### config.mk
export PLATFORM = sky130hd
export DESIGN_NAME = dmem_arbiter
export DESIGN_NICKNAME = d
export VERILOG_FILES = /design/src/rtl/dmem_arbiter_pkg.sv /design/src/rtl/dmem_arbiter.sv
export SDC_FILE = /design/constraint.sdc
export NUM_CORES = 1
export LEC_CHECK = 0
export ABC_AREA = 1
export BUFFER_PORTS_ARGS = -buffer_cell sky130_fd_sc_hd__clkbuf_2
export CELL_PAD_IN_SITES_DETAIL_PLACEMENT = 0
export CELL_PAD_IN_SITES_GLOBAL_PLACEMENT = 1
export CORE_MARGIN = 8
export CORE_UTILIZATION = 24
export CTS_CLUSTER_SIZE = 16
export DETAILED_ROUTE_END_ITERATION = 6
export PLACE_DENSITY_LB_ADDON = 0.1
export SLEW_MARGIN = 10
export SYNTH_ARGS = -nofsm -noshare
export SYNTH_HDL_FRONTEND = slang
export SYNTH_SLANG_ARGS = --single-unit
### constraint.sdc
create_clock -name i_clk -period 2.66 [get_ports i_clk]
set_clock_uncertainty 0.2 [all_clocks]
set_input_delay 0.532 -clock i_clk [delete_from_list [all_inputs] [get_ports i_clk]]
set_output_delay 0.532 -clock i_clk [all_outputs]
set_load 0.005 [all_outputs]
### src/rtl/dmem_arbiter_pkg.sv
// Shared definitions for the data-memory arbiter: port tags, arbiter states and
// the default starvation bound.
package dmem_arbiter_pkg;

    localparam logic PORT_CORE = 1'b0;
    localparam logic PORT_DBG  = 1'b1;

    localparam int unsigned MAX_WAIT_DEFAULT = 4;
    localparam int unsigned WAIT_CNT_W       = 4;

    typedef enum logic {
        StArb    = 1'b0,
        StLocked = 1'b1
    } arb_state_e;

    function automatic logic [WAIT_CNT_W-1:0] sat_inc(
        input logic [WAIT_CNT_W-1:0] val,
        input logic [WAIT_CNT_W-1:0] lim
    );
        return (val >= lim) ? lim : val + WAIT_CNT_W'(1);
    endfunction

endpackage

### src/rtl/dmem_arbiter.sv
// Two-port arbiter for the single-port data memory: core has fixed priority, debug
// is protected by a starvation counter and can take exclusive ownership.
module dmem_arbiter
    import dmem_arbiter_pkg::*;
#(
    parameter int unsigned ADDR_W   = 10,
    parameter int unsigned DATA_W   = 32,
    parameter int unsigned MAX_WAIT = MAX_WAIT_DEFAULT
) (
    input  logic              i_clk,
    input  logic              i_rst_n,
    input  logic              i_c_req,
    input  logic              i_c_we,
    input  logic [31:0]       i_c_addr,
    input  logic [3:0]        i_c_be,
    input  logic [DATA_W-1:0] i_c_wdata,
    output logic              o_c_gnt,
    output logic              o_c_rvalid,
    output logic [DATA_W-1:0] o_c_rdata,
    input  logic              i_d_req,
    input  logic              i_d_we,
    input  logic [31:0]       i_d_addr,
    input  logic [3:0]        i_d_be,
    input  logic [DATA_W-1:0] i_d_wdata,
    input  logic              i_d_lock,
    output logic              o_d_gnt,
    output logic              o_d_rvalid,
    output logic [DATA_W-1:0] o_d_rdata,
    output logic              o_locked,
    output logic              o_mem_en,
    output logic [3:0]        o_mem_we,
    output logic [ADDR_W-1:0] o_mem_addr,
    output logic [DATA_W-1:0] o_mem_wdata,
    input  logic [DATA_W-1:0] i_mem_rdata
);

    localparam logic [WAIT_CNT_W-1:0] MaxWait = WAIT_CNT_W'(MAX_WAIT);

    arb_state_e            r_state;
    arb_state_e            w_state_next;
    logic [WAIT_CNT_W-1:0] r_wait_cnt;
    logic [WAIT_CNT_W-1:0] w_wait_cnt_next;
    logic                  r_rsp_valid;
    logic                  r_rsp_owner;
    logic [DATA_W-1:0]     r_c_rdata;
    logic [DATA_W-1:0]     r_d_rdata;

    logic w_c_gnt;
    logic w_d_gnt;
    logic w_gnt_read;
    logic w_c_rsp;
    logic w_d_rsp;
    logic w_unused;

    // Grants are masked while reset is asserted so nothing reaches memory.
    always_comb begin
        w_c_gnt = 1'b0;
        w_d_gnt = 1'b0;
        if (i_rst_n) begin
            unique case (r_state)
                StArb: begin
                    if (r_wait_cnt == MaxWait && i_d_req) begin
                        w_d_gnt = 1'b1;
                    end else if (i_c_req) begin
                        w_c_gnt = 1'b1;
                    end else if (i_d_req) begin
                        w_d_gnt = 1'b1;
                    end
                end
                StLocked: w_d_gnt = i_d_req;
                default: ;
            endcase
        end
    end

    always_comb begin
        w_state_next = r_state;
        unique case (r_state)
            StArb: begin
                if (w_d_gnt && i_d_lock) begin
                    w_state_next = StLocked;
                end
            end
            StLocked: begin
                if (!i_d_lock && !i_d_req) begin
                    w_state_next = StArb;
                end
            end
            default: w_state_next = StArb;
        endcase
    end

    always_comb begin
        w_wait_cnt_next = '0;
        if (i_d_req && !w_d_gnt) begin
            w_wait_cnt_next = sat_inc(r_wait_cnt, MaxWait);
        end
    end

    always_comb begin
        o_mem_en    = 1'b0;
        o_mem_we    = 4'b0000;
        o_mem_addr  = '0;
        o_mem_wdata = '0;
        if (w_c_gnt) begin
            o_mem_en    = 1'b1;
            o_mem_we    = i_c_we ? i_c_be : 4'b0000;
            o_mem_addr  = i_c_addr[ADDR_W+1:2];
            o_mem_wdata = i_c_wdata;
        end else if (w_d_gnt) begin
            o_mem_en    = 1'b1;
            o_mem_we    = i_d_we ? i_d_be : 4'b0000;
            o_mem_addr  = i_d_addr[ADDR_W+1:2];
            o_mem_wdata = i_d_wdata;
        end
    end

    assign w_gnt_read = (w_c_gnt && !i_c_we) || (w_d_gnt && !i_d_we);

    always_ff @(posedge i_clk) begin
        if (!i_rst_n) begin
            r_state     <= StArb;
            r_wait_cnt  <= '0;
            r_rsp_valid <= 1'b0;
            r_rsp_owner <= PORT_CORE;
            r_c_rdata   <= '0;
            r_d_rdata   <= '0;
        end else begin
            r_state     <= w_state_next;
            r_wait_cnt  <= w_wait_cnt_next;
            r_rsp_valid <= w_gnt_read;
            if (w_gnt_read) begin
                r_rsp_owner <= w_d_gnt ? PORT_DBG : PORT_CORE;
            end
            // Capture delivered data so each port's rdata holds between responses.
            if (w_c_rsp) begin
                r_c_rdata <= i_mem_rdata;
            end
            if (w_d_rsp) begin
                r_d_rdata <= i_mem_rdata;
            end
        end
    end

    assign w_c_rsp = r_rsp_valid && (r_rsp_owner == PORT_CORE);
    assign w_d_rsp = r_rsp_valid && (r_rsp_owner == PORT_DBG);

    assign o_c_gnt    = w_c_gnt;
    assign o_d_gnt    = w_d_gnt;
    assign o_c_rvalid = i_rst_n && w_c_rsp;
    assign o_d_rvalid = i_rst_n && w_d_rsp;
    assign o_c_rdata  = !i_rst_n ? '0 : (w_c_rsp ? i_mem_rdata : r_c_rdata);
    assign o_d_rdata  = !i_rst_n ? '0 : (w_d_rsp ? i_mem_rdata : r_d_rdata);
    assign o_locked   = i_rst_n && (r_state == StLocked);

    assign w_unused = ^{i_c_addr[31:ADDR_W+2], i_c_addr[1:0],
                        i_d_addr[31:ADDR_W+2], i_d_addr[1:0]};

endmodule

==> results by group <==
Routing
  – Via density: 4.23
  – Via count: 3797
  – Antenna viol nets, final: 0
  – DRC: 0
  – Starting DRT DRC Count: 105
  – Routed WL: 13600 µm
  – WL/cell: 15.1 µm
  – Drt pass-1 iters: 4

Logic synthesis
  – Synth Area in Adders: 0.00801
  – Synthesized area: 3120 µm²
  – Netlist cell types: 18
  – FF+latch count, synth: 71
  – Largest family of logic cells by synthesized area: simple AND/OR/NAND/NOR gates
  – Syn Area/Cell: 6.52 µm²
  – Post-Synthesis Cells: 479
  – Mux share of post-synthesis cell area: 0
  – Synth Area in XOR/XNOR: 0
  – Ys Warns: 0
  – Compound-cell area share of the yosys netlist: 0.106
  – Synth Net Count: 656
  – Sequential share of the synthesized area: 0.455
  – Area share of and/or/nand/nor cells after synthesis: 0.360

GRT
  – Busiest layer in global routing: met2
  – Largest net degree at the start of global routing: 52
  – Grt ovf: 0
  – First-pass GRT wire length: 19400 µm
  – Vias in the first global route: 3836
  – GRT Total Usage: 0.148
  – Initial antenna violation count: 0
  – Met3 GRT Util: 0.0575
  – Met1 GRT Util: 0.147
  – GR met2 Demand/Resource: 0.282

Timing
  – Total negative setup slack: 0 ns
  – Fin crit share: 0.936
  – Fin crit period: 2.49 ns
  – Max Freq: 402 MHz
  – Unrepaired setup endpoints after global routing: no
  – Endpoints failing hold: 0
  – Fin. max-slew vios: 0
  – Final setup vio count: 0

Finish
  – Layout cells sized above 1: 0.386
  – Commonest non-fill, non-tap cell in the layout: clkbuf_2
  – Diode count: 0
  – Final Cell Area: 4900 µm²
  – Most frequent cells in the layout: clkbuf_2, nand2_1, nor2_1
  – Area grow syn2layout: 56.8%
  – Final net count: 898

Setup path
  – Worst setup SP type: flop
  – CP max FO: 12
  – R2r setup slk: 1.28 ns
  – CP Class: flop to output port
  – Data required, critical path: 1.93 ns
  – CP endpoint kind: output port
  – CP arrival: 1.76 ns

Clocking
  – Post-CTS sizing: 0
  – CTS Buffer Depth: 2
  – Clock Latency Late Sink: 0.33 ns
  – Num CTS Buffers: 9
  – Post-CTS Hold Buffers: 0
  – CTS clock-pin slew for the worst setup and hold paths: 0.05 ns
  – Clock Root Buffer: clkbuf_16
  – H-tree Lvls: 3
  – Total clock sinks: 71
  – Postcts setup bufs: 0
  – CTS tree: built

Run status
  – Outcome: complete, no violations

Floorplanning
  – Num ports: 291
  – Initial core utilization: 0.247
  – Core Region: 12700 µm²
  – Die height: 130 µm
  – Cell row count: 41
  – Overall die width: 130 µm
  – Overall die area: 16900 µm²

Placed design
  – DP Area: 4540 µm²
  – GPL Wtd Cong: 0.890
  – Dpl hpwl: 10500 µm
  – Port buffer count: 246

Job
  – Max-Cap Viols: 0

Pwr
  – Power per standard cell area: 585 nW/µm²
  – Max VDD drop: 0.000326 V
  – LEAKAGE: 0.00267 µW

Worst hold path
  – Hold Crit Class: flop to flop
[synth_stat cells, drive strengths merged]
library cell	count	area (µm²)
nand3	8	40.0
nor2	135	509
nor3	2	10.0
clkbuf	13	48.8
ha	2	25.0
nand2	146	553
inv	18	67.6
dfxtp	71	1420
buf	15	103
a21oi	2	10.0
conb	1	3.75
o21ai	64	320
nand4	2	12.5
[metrics by stage]
stage	total power [µW]	setup slack (ns)	cells	utilization	hold WS, ns
floorplan	1370	0.738	479	-	0.217
finish	2870	0.170	898	0.387	0.250
detailed placement	1630	0.220	880	0.358	0.247
global placement	1620	0.224	880	0.358	0.230
CTS	2910	0.109	896	0.383	0.243
global route	3020	0.0149	898	0.387	0.279
[area by class of cell]
cell class / instances / area [µm²]
Timing Repair Buffer: 259 / 1400
Multi-Input combinational cell: 362 / 1490
Inverter: 18 / 67.6
Tap cell: 172 / 215
Fill cell: 1435 / 7770
Clock buffer: 13 / 240
Sequential cell: 71 / 1420
Clock inverter: 3 / 67.6
[path summary, 6_finish.rpt]
check,endpoint,startpoint,cells after the start
worst max-delay path,o_mem_we[3],r_wait_cnt[0],9
worst min-delay path,r_wait_cnt[0],r_wait_cnt[0],1
worst max register to register,r_rsp_owner,r_wait_cnt[0],8
worst min register to register,r_wait_cnt[0],r_wait_cnt[0],1
[routing by layer]
layer	up-vias	routed length [µm]	part of all wire
met4	0	112	0.0082
met3	9	1490	0.11
met1	1665	5140	0.38
li1	1970	-	-
met5	-	0	0
met2	153	6840	0.50
[registers in the layout, indices dropped and copies added, names as in the netlist]
register	cells
r_wait_cnt	4
r_state	1
r_rsp_valid	1
r_rsp_owner	1
r_d_rdata	32
r_c_rdata	32
[logic make-up after synthesis]
logic type / count (synthesis)
AND/OR/NAND/NOR: 293
adder cells (fa/ha/maj): 2
flip-flops: 71
AO/OA/AOI/OAI: 66
other: 1
buffers and inverters: 46
[power breakdown]
part	internal, µW	total (µW)	switching (µW)
clock	822	1260	437
combinational	217	473	256
sequential	1120	1130	15.0
[critical path, cell delays in order, from the launching register on]
cell      delay, ns
dfxtp_1        0.35
inv_1          0.05
ha_1           0.21
nand4_1        0.11
nand2_1        0.09
inv_2          0.14
buf_12         0.16
nand3_1        0.07
nand2_1        0.12
clkbuf_2       0.14
Note: power is estimated with default switching activity, not from simulation.
